**config.mk**
```make
export PLATFORM = sky130hd
export DESIGN_NAME = xswitch_protocol_monitor
export DESIGN_NICKNAME = d
export VERILOG_FILES = /design/src/rtl/xswitch_protocol_monitor.sv
export SDC_FILE = /design/constraint.sdc
export NUM_CORES = 1
export LEC_CHECK = 0
export ABC_AREA = 1
export CAP_MARGIN = 25
export CORE_UTILIZATION = 59
export CTS_CLUSTER_SIZE = 10
export DETAILED_ROUTE_END_ITERATION = 6
export GPL_TIMING_DRIVEN = 0
export PLACE_DENSITY_LB_ADDON = 0.15
export RECOVER_POWER = 25
export SLEW_MARGIN = 10
export SYNTH_ARGS = -nofsm -noshare
export SYNTH_HDL_FRONTEND = slang
export SYNTH_SLANG_ARGS = --single-unit
```
**constraint.sdc**
```tcl
create_clock -name clk -period 13.14 [get_ports clk]
set_input_delay 2.628 -clock clk [delete_from_list [all_inputs] [get_ports clk]]
set_output_delay 2.628 -clock clk [all_outputs]
set_load 0.01 [all_outputs]
```
**src/rtl/xswitch_protocol_monitor.sv**
```systemverilog
// Passive checker for the N-port crossbar: routing, data, source tag and read/ready handshake.
// Keeps sticky error flags, saturating pass/fail counters and a first-error capture.
module xswitch_protocol_monitor #(
    parameter int N_PORTS = 4,
    parameter int ADDR_W  = 2,
    parameter int DATA_W  = 8,
    parameter int MAX_LAT = 0,
    parameter int CNT_W   = 16
) (
    input  logic                      clk,
    input  logic                      reset,
    input  logic                      en,
    input  logic                      clr,
    input  logic [N_PORTS-1:0]        valid_in,
    input  logic [N_PORTS*ADDR_W-1:0] addr_in,
    input  logic [N_PORTS*DATA_W-1:0] data_in,
    input  logic [N_PORTS-1:0]        rcv_rdy,
    input  logic [N_PORTS-1:0]        valid_out,
    input  logic [N_PORTS*ADDR_W-1:0] addr_out,
    input  logic [N_PORTS*DATA_W-1:0] data_out,
    input  logic [N_PORTS-1:0]        data_rd,
    output logic [4:0]                err_sticky,
    output logic [CNT_W-1:0]          pass_cnt,
    output logic [CNT_W-1:0]          fail_cnt,
    output logic                      err_valid,
    output logic [2:0]                first_err_code,
    output logic [ADDR_W-1:0]         first_err_port
);

    localparam logic ST_IDLE = 1'b0;
    localparam logic ST_WAIT = 1'b1;
    localparam logic [3:0] LAT = 4'(MAX_LAT);

    logic [N_PORTS-1:0] ost_q, ost_d;
    logic [ADDR_W-1:0]  src_q [N_PORTS];
    logic [ADDR_W-1:0]  src_d [N_PORTS];
    logic [DATA_W-1:0]  dat_q [N_PORTS];
    logic [DATA_W-1:0]  dat_d [N_PORTS];
    logic [3:0]         otmr_q [N_PORTS];
    logic [3:0]         otmr_d [N_PORTS];
    logic [N_PORTS-1:0] rst_q, rst_d;
    logic [3:0]         rtmr_q [N_PORTS];
    logic [3:0]         rtmr_d [N_PORTS];

    logic [N_PORTS-1:0] ev_opass, ev_vto, ev_dmis, ev_amis, ev_con, ev_rpass, ev_rto;

    logic [4:0]         err_sticky_q, err_sticky_d;
    logic [CNT_W-1:0]   pass_cnt_q, pass_cnt_d, fail_cnt_q, fail_cnt_d;
    logic               err_valid_q, err_valid_d;
    logic [2:0]         first_err_code_q, first_err_code_d;
    logic [ADDR_W-1:0]  first_err_port_q, first_err_port_d;

    always_comb begin
        logic              hit, multi, do_cmp;
        logic [ADDR_W-1:0] rsrc, cmp_src;
        logic [DATA_W-1:0] rdat, cmp_dat;
        for (int unsigned j = 0; j < N_PORTS; j++) begin
            ost_d[j]    = ost_q[j];
            src_d[j]    = src_q[j];
            dat_d[j]    = dat_q[j];
            otmr_d[j]   = otmr_q[j];
            ev_opass[j] = 1'b0;
            ev_vto[j]   = 1'b0;
            ev_dmis[j]  = 1'b0;
            ev_amis[j]  = 1'b0;
            ev_con[j]   = 1'b0;
            hit         = 1'b0;
            multi       = 1'b0;
            rsrc        = '0;
            rdat        = '0;
            // Lowest-index requester wins; any further requester marks contention.
            for (int unsigned i = 0; i < N_PORTS; i++) begin
                if (valid_in[i] && addr_in[i*ADDR_W +: ADDR_W] == ADDR_W'(j)) begin
                    if (hit) begin
                        multi = 1'b1;
                    end else begin
                        rsrc = ADDR_W'(i);
                        rdat = data_in[i*DATA_W +: DATA_W];
                    end
                    hit = 1'b1;
                end
            end
            do_cmp  = 1'b0;
            cmp_src = src_q[j];
            cmp_dat = dat_q[j];
            if (!en) begin
                ost_d[j] = ST_IDLE;
            end else if (ost_q[j] == ST_IDLE) begin
                if (hit) begin
                    ev_con[j] = multi;
                    if (valid_out[j]) begin
                        do_cmp  = 1'b1;
                        cmp_src = rsrc;
                        cmp_dat = rdat;
                    end else if (MAX_LAT == 0) begin
                        ev_vto[j] = 1'b1;
                    end else begin
                        src_d[j]  = rsrc;
                        dat_d[j]  = rdat;
                        otmr_d[j] = 4'd1;
                        ost_d[j]  = ST_WAIT;
                    end
                end
            end else begin
                ev_con[j] = hit;
                if (valid_out[j]) begin
                    do_cmp   = 1'b1;
                    ost_d[j] = ST_IDLE;
                end else if (otmr_q[j] == LAT) begin
                    ev_vto[j] = 1'b1;
                    ost_d[j]  = ST_IDLE;
                end else begin
                    otmr_d[j] = otmr_q[j] + 4'd1;
                end
            end
            if (do_cmp) begin
                ev_amis[j]  = addr_out[j*ADDR_W +: ADDR_W] != cmp_src;
                ev_dmis[j]  = data_out[j*DATA_W +: DATA_W] != cmp_dat;
                ev_opass[j] = !ev_amis[j] && !ev_dmis[j];
            end
        end
    end

    always_comb begin
        logic trg;
        for (int unsigned i = 0; i < N_PORTS; i++) begin
            rst_d[i]    = rst_q[i];
            rtmr_d[i]   = rtmr_q[i];
            ev_rpass[i] = 1'b0;
            ev_rto[i]   = 1'b0;
            trg         = 1'b0;
            for (int unsigned j = 0; j < N_PORTS; j++) begin
                if (data_rd[j] && addr_out[j*ADDR_W +: ADDR_W] == ADDR_W'(i)) trg = 1'b1;
            end
            if (!en) begin
                rst_d[i] = ST_IDLE;
            end else if (rst_q[i] == ST_IDLE) begin
                if (trg) begin
                    if (rcv_rdy[i]) begin
                        ev_rpass[i] = 1'b1;
                    end else if (MAX_LAT == 0) begin
                        ev_rto[i] = 1'b1;
                    end else begin
                        rtmr_d[i] = 4'd1;
                        rst_d[i]  = ST_WAIT;
                    end
                end
            end else if (rcv_rdy[i]) begin
                ev_rpass[i] = 1'b1;
                rst_d[i]    = ST_IDLE;
            end else if (rtmr_q[i] == LAT) begin
                ev_rto[i] = 1'b1;
                rst_d[i]  = ST_IDLE;
            end else begin
                rtmr_d[i] = rtmr_q[i] + 4'd1;
            end
        end
    end

    always_comb begin
        logic [7:0]         npass, nfail;
        logic [CNT_W+7:0]   psum, fsum;
        logic [N_PORTS-1:0] evs;
        logic               found;
        logic [2:0]         fcode;
        logic [ADDR_W-1:0]  fport;
        npass = 8'($countones(ev_opass)) + 8'($countones(ev_rpass));
        nfail = 8'($countones(ev_vto)) + 8'($countones(ev_dmis)) + 8'($countones(ev_amis))
              + 8'($countones(ev_rto)) + 8'($countones(ev_con));
        psum  = {8'd0, pass_cnt_q} + {{CNT_W{1'b0}}, npass};
        fsum  = {8'd0, fail_cnt_q} + {{CNT_W{1'b0}}, nfail};
        found = 1'b0;
        fcode = '0;
        fport = '0;
        // Scan order gives lowest code first, then lowest port.
        for (int unsigned c = 0; c < 5; c++) begin
            case (c)
                0:       evs = ev_vto;
                1:       evs = ev_dmis;
                2:       evs = ev_amis;
                3:       evs = ev_rto;
                default: evs = ev_con;
            endcase
            for (int unsigned p = 0; p < N_PORTS; p++) begin
                if (evs[p] && !found) begin
                    found = 1'b1;
                    fcode = 3'(c);
                    fport = ADDR_W'(p);
                end
            end
        end
        if (clr) begin
            err_sticky_d     = '0;
            pass_cnt_d       = '0;
            fail_cnt_d       = '0;
            err_valid_d      = 1'b0;
            first_err_code_d = '0;
            first_err_port_d = '0;
        end else begin
            err_sticky_d     = err_sticky_q | {|ev_con, |ev_rto, |ev_amis, |ev_dmis, |ev_vto};
            pass_cnt_d       = (|psum[CNT_W+7:CNT_W]) ? '1 : psum[CNT_W-1:0];
            fail_cnt_d       = (|fsum[CNT_W+7:CNT_W]) ? '1 : fsum[CNT_W-1:0];
            err_valid_d      = err_valid_q;
            first_err_code_d = first_err_code_q;
            first_err_port_d = first_err_port_q;
            if (!err_valid_q && found) begin
                err_valid_d      = 1'b1;
                first_err_code_d = fcode;
                first_err_port_d = fport;
            end
        end
    end

    always_ff @(posedge clk or negedge reset) begin
        if (!reset) begin
            ost_q            <= '0;
            rst_q            <= '0;
            err_sticky_q     <= '0;
            pass_cnt_q       <= '0;
            fail_cnt_q       <= '0;
            err_valid_q      <= 1'b0;
            first_err_code_q <= '0;
            first_err_port_q <= '0;
            for (int unsigned k = 0; k < N_PORTS; k++) begin
                src_q[k]  <= '0;
                dat_q[k]  <= '0;
                otmr_q[k] <= '0;
                rtmr_q[k] <= '0;
            end
        end else begin
            ost_q            <= ost_d;
            rst_q            <= rst_d;
            err_sticky_q     <= err_sticky_d;
            pass_cnt_q       <= pass_cnt_d;
            fail_cnt_q       <= fail_cnt_d;
            err_valid_q      <= err_valid_d;
            first_err_code_q <= first_err_code_d;
            first_err_port_q <= first_err_port_d;
            for (int unsigned k = 0; k < N_PORTS; k++) begin
                src_q[k]  <= src_d[k];
                dat_q[k]  <= dat_d[k];
                otmr_q[k] <= otmr_d[k];
                rtmr_q[k] <= rtmr_d[k];
            end
        end
    end

    assign err_sticky     = err_sticky_q;
    assign pass_cnt       = pass_cnt_q;
    assign fail_cnt       = fail_cnt_q;
    assign err_valid      = err_valid_q;
    assign first_err_code = first_err_code_q;
    assign first_err_port = first_err_port_q;

endmodule
```
# After elaboration in Yosys (flattened, before gate mapping)
# Index checks and enable logic that the tools add are counted.
[op_classes]
n_addsub = 36
multipliers = 0
div_mod_pow = 0
order_cmp = 0
eq_ne = 32
shift = 0
n_mux = 342
bitwise = 17
reduce_logical = 116
[op_table]
columns = ["operator", "n"]
rows = [
  ["$mux W8", 44],
  ["$mux W1", 224],
  ["$mux W2", 52],
  ["$mux W16", 4],
  ["$logic_and A1 B1 Y1", 56],
  ["$mux W3", 17],
  ["$add A4 B1 Y4 const B", 8],
  ["$eq A2 B2 Y1 const B", 16],
  ["$logic_not A4 Y1", 8],
  ["$ne A8 B8 Y1", 4],
  ["$reduce_and A4 Y1", 8],
  ["$add A1 B1 Y2", 14],
  ["$logic_not A1 Y1", 28],
  ["$add A2 B2 Y3", 7],
  ["$reduce_or A4 Y1", 5],
  ["$add A16 B4 Y17", 1],
  ["$add A16 B7 Y17", 1],
  ["$eq A2 B1 Y1 const B", 8],
  ["$logic_not A2 Y1", 8],
  ["$not A1 Y1", 16],
  ["$reduce_or A8 Y1", 2],
  ["$add A3 B3 Y4", 2],
  ["$ne A2 B2 Y1", 4],
  ["$add A6 B3 Y7", 1],
  ["other kinds (5)", 5],
]
[word_totals]
reg_bits = 83
latch_bits = 0
ramBits = 0
mem_bits_ro = 0
inputBits = 100
output_inout_bits = 43
elab_cells = 559
n_memories = 0

# Longest topological paths before layout
[logic_depth]
ltp_word = 70
mapped_depth = 40
ltp_nobuf = 39

# Least setup slack after synthesis
# Ideal clock, no wire load.
[synth_path]
path_type = "input -> register"
start = "in addr_in[0]"
end = "reg fail_cnt_q[14], in the netlist fail_cnt[14]"
setup_ps = 82
t_arrival_ps = 8500
required_ps = 13058
setup_slack_ps = 4558
stages = 29
path_buffers = 3
cell_sequence = "buf_4 > nor2_2 > nand2_4 > nand2_4 > buf_6 > nor2_1 > nand2_1 > inv_2 > nor3_1 > nand2_1 > fa_1 > fa_1 > fa_1 > fa_1 > fa_1 > fa_1 > inv_1 > fa_1 > nand3_1 > nand2_1 > a21oi_1 > o21bai_1 > nand2_1 > nor3_1 > nand2_1 > nor2_1 > nand2_1 > clkbuf_1 > a31oi_1"
[synth_between]
elab_chain_cells = 25
elab_cells_between_ends = 204
cone_classes = "17 x add/sub; 11 x eq/ne; 170 x mux; 6 x reduce/logical"
[synth_lines]
columns = ["element", "line", "source"]
rows = [
  ["from (decl)", "15", "input logic [N_PORTS*ADDR_W-1:0] addr_in,"],
  ["$eq A2 B1 Y1, or another cell as far along", "73", "if (valid_in[i] && addr_in[i*ADDR_W +: ADDR_W] == ADDR_W'(j)) begin"],
  ["$logic_and A1 B1 Y1", "73", ""],
  ["$mux W8 / $mux W1 (equally long branches)", "73", ""],
  ["$mux W8", "74", "if (hit) begin"],
  ["$mux W8", "73", ""],
  ["$mux W8", "74", ""],
  ["$mux W8", "73", ""],
  ["$mux W8", "74", ""],
  ["(+10 left out)", "n/a", ""],
  ["$add A4 B3 Y5", "168", "nfail = 8'($countones(ev_vto)) + 8'($countones(ev_dmis)) + 8'($countones(ev_amis))"],
  ["$add A5 B3 Y6", "169", "+ 8'($countones(ev_rto)) + 8'($countones(ev_con));"],
  ["$add A6 B3 Y7 (*)", "169", ""],
  ["$add A16 B7 Y17 (*)", "171", "fsum = {8'd0, fail_cnt_q} + {{CNT_W{1'b0}}, nfail};"],
  ["$reduce_or A8 Y1", "202", "fail_cnt_d = (|fsum[CNT_W+7:CNT_W]) ? '1 : fsum[CNT_W-1:0];"],
  ["$mux W16 (*)", "202", ""],
  ["$mux W16 (*)", "192", "if (clr) begin"],
  ["via fail_cnt_d[14]", "48", "logic [CNT_W-1:0] pass_cnt_q, pass_cnt_d, fail_cnt_q, fail_cnt_d;"],
  ["to (signal assigned)", "235", "fail_cnt_q <= fail_cnt_d;"],
  ["to (decl)", "48", ""],
]
# The timed path passes the listed nets; every way through them passes the cells marked *.
# A chain may end at the register's enable or synchronous reset.

# Worst setup path after layout
[layout_path]
start = "in addr_in[1]"
end = "reg fail_cnt_q[14], in the netlist fail_cnt[14]"
# Same word-level chain as after synthesis.

==> metrics <==
hpwl dp 18.0 mm; leak pwr 4.88 nW; via count between 8,000 and 9,000; power density over the cells about 83 mW/mm²; share of layout cells above drive strength 1 roughly 8.5%; Hold WS 0.472 ns; CTS tree yes; Iter 0 DRT Violations 750; RSZ-0062 raised after global routing false; Synth Flop Type dfrtp_1; most common cell after layout, fill and taps aside nand2_1; syn avg cell area 7.04 µm²; Syn Inst Count 1,137; Final Hold Viols 0; Async S/R FF share, synth 100%; WL/cell between 15 and 20 µm; largest net degree at the start of global routing 66; Seq. cell area 0.00208 mm²; root buffer cell clkbuf_16; Overall Power 820 µW; area of the multi-input gates 0.00505 mm²; status finished, violations left; initial antenna violation count 0; Req. time, crit path 13.40 ns; placed cell areas 0.00964 mm²; clk sink count 83; non-filler cells, final 1,470; Post-Route WL between 20 and 25 mm; most frequent cells in the layout nand2_1 (257), inv_1 (185), clkdlybuf4s50_1 (138), nand3_1 (103), nor2_1 (97); dpl ws about 3.3 ns; CTS max path bufs 2; maximum clock frequency 105 MHz; Inst Count DP 1,453; nets 1,443; Slew @ Worst Pin 3.44 ns; Tot GR Track Use 33.3%; Die Wd approximately 120 µm; mapped cell area 0.00800 mm²; CP startpoint kind input port; Util after Layout 74.7%; first-pass GRT wire length 36.8 mm; Final Setup Violations 0; antenna diode count 0; Final Cycle Share 72.8%; Syn Nets 1,291; post-synth top area cell dfrtp_1; violated checks capacitance limit, slew limit; Post-route DRC 0; num ports 143; Post CTS Setup Buffer Count 0; Area contributors post-synth dfrtp_1 (26%), nand2_1 (12%), inv_1 (8.7%); hold path startpoint rtmr_q[11]; worst vdd ir 0.0939 mV; Setup WS post-layout about 3.6 ns; Worst-path clk slew approximately 0.06 ns; DRT antenna net count 0; CP Class in2reg; setup TNS 0 ns; flops & latches, synth slightly above 80; number of enable flip-flop cells after synthesis 0; Crit path arrival time 9.83 ns; crit path launch addr_in[1]; count of cell types in the netlist 56; post-CTS sizing 0; port bufs 139; grt ovf 0; final instance area 0.00989 mm²; Synth-to-Final Area Change 23.7%; H-tree level count 3; R2R setup slack 6.25 ns; die height between 100 and 150 µm; cts bufs inserted 9; HP Class reg2reg; sequential fraction of the synthesis area 26.0%; core area between 0.01 and 0.015 mm²; Slew HR -130%; vias in the first global route 7,805; Yosys Warn Count 0; die area 0.0140 mm²; crit-path max FO 10; fin. max-slew vios 66; origin of the critical flop-to-flop path ost_q[2]; Via-to-Cell Ratio 5.54; Tmin final 9.56 ns; CTS Hold Buffers Added 0; clock skew 0.0102 ns; number of fill cells around 1,100; placement row count 42; placer congestion estimate 1.01; CP endpoint kind flip-flop; drt pass-1 iters 5; Yosys top cell area share approximately a quarter; initial cell density of the core about three fifths; clk_lat worst skew 0.35 ns; maxcap violations 1
## cell usage after synthesis, drive strengths merged (4+ instances only)
master / count
nor3: 34
dfrtp: 83
o21ai: 57
nor4: 13
clkbuf: 6
a31oi: 6
nand4: 24
o21bai: 4
a21oi: 42
fa: 20
nor2: 123
nand3b: 9
nand3: 114
nand2: 276
xnor2: 16
buf: 10
ha: 34
xor2: 29
o211ai: 17
inv: 195
## worst max-delay path, stage by stage
cell,delay (ns)
clkdlybuf4s50_1,0.65
nand3_2,0.19
buf_2,0.23
o21ai_0,0.20
a221oi_1,0.10
nor3_1,0.58
inv_1,0.19
fa_1,0.53
fa_1,0.57
fa_1,0.45
fa_1,0.58
fa_1,0.43
fa_1,0.38
inv_1,0.11
fa_1,0.23
nand3_1,0.09
nand2_1,0.11
a21oi_1,0.07
o21bai_1,0.22
nand2_1,0.08
nor3_1,0.19
nand2_1,0.16
nor2_1,0.16
nand2_1,0.15
clkbuf_1,0.28
a31oi_1,0.24
## flip-flops by register name (all words and copies together), names as in the netlist
| signal | flops |
|---|---|
| rst_q | 4 |
| ost_q | 4 |
| err_sticky | 5 |
| rtmr_q | 16 |
| first_err_code | 3 |
| pass_cnt | 16 |
| otmr_q | 16 |
| first_err_port | 2 |
| fail_cnt | 16 |
| err_valid | 1 |
## power by group
| group | leakage, nW | internal [mW] | switching (mW) |
|---|---|---|---|
| Clock | 0.135 | 0.130 | 0.110 |
| Combinational | 3.68 | 0.129 | 0.172 |
| Sequential | 1.07 | 0.269 | 0.0106 |
## cell families after synthesis
logic type / count (synthesis) / share of synthesized area, %
AND/OR/NAND/NOR: 601 / 37.6
buffers and inverters: 214 / 10.8
AO/OA/AOI/OAI: 140 / 10.3
flip-flops: 83 / 26.0
adder cells (fa/ha/maj): 54 / 10.3
XOR/XNOR: 45 / 4.93
## layer usage
layer | part of all wire [%] | vias up | global-route usage (%)
met5 | 0 | - | 0
met4 | 3.2 | 0 | 13.5
met3 | 7.6 | 52 | 5.84
met2 | 46 | 311 | 55.9
met1 | 43 | 3784 | 42.5
li1 | - | 4001 | -
## path summary, 6_finish.rpt
| kind | to | cells after the start |
|---|---|---|
| max in group asynchronous | rst_q[1] | 2 |
| min | rtmr_q[11] | 1 |
| max reg2reg | fail_cnt[14] | 29 |
| max | fail_cnt[14] | 26 |
| min in group asynchronous | fail_cnt[11] | 1 |
| min reg2reg | rtmr_q[11] | 1 |
## cell type report
cell class | instances | area share, %
Buffer | 16 | 1.13
Clock buffer | 10 | 2.31
Clock inverter | 6 | 0.506
Inverter | 198 | 7.64
Multi-Input combinational cell | 840 | 51.1
Sequential cell | 83 | 21.0
Tap cell | 176 | 2.23
Timing Repair Buffer | 141 | 14.1
(Power assumes the default switching activity.)
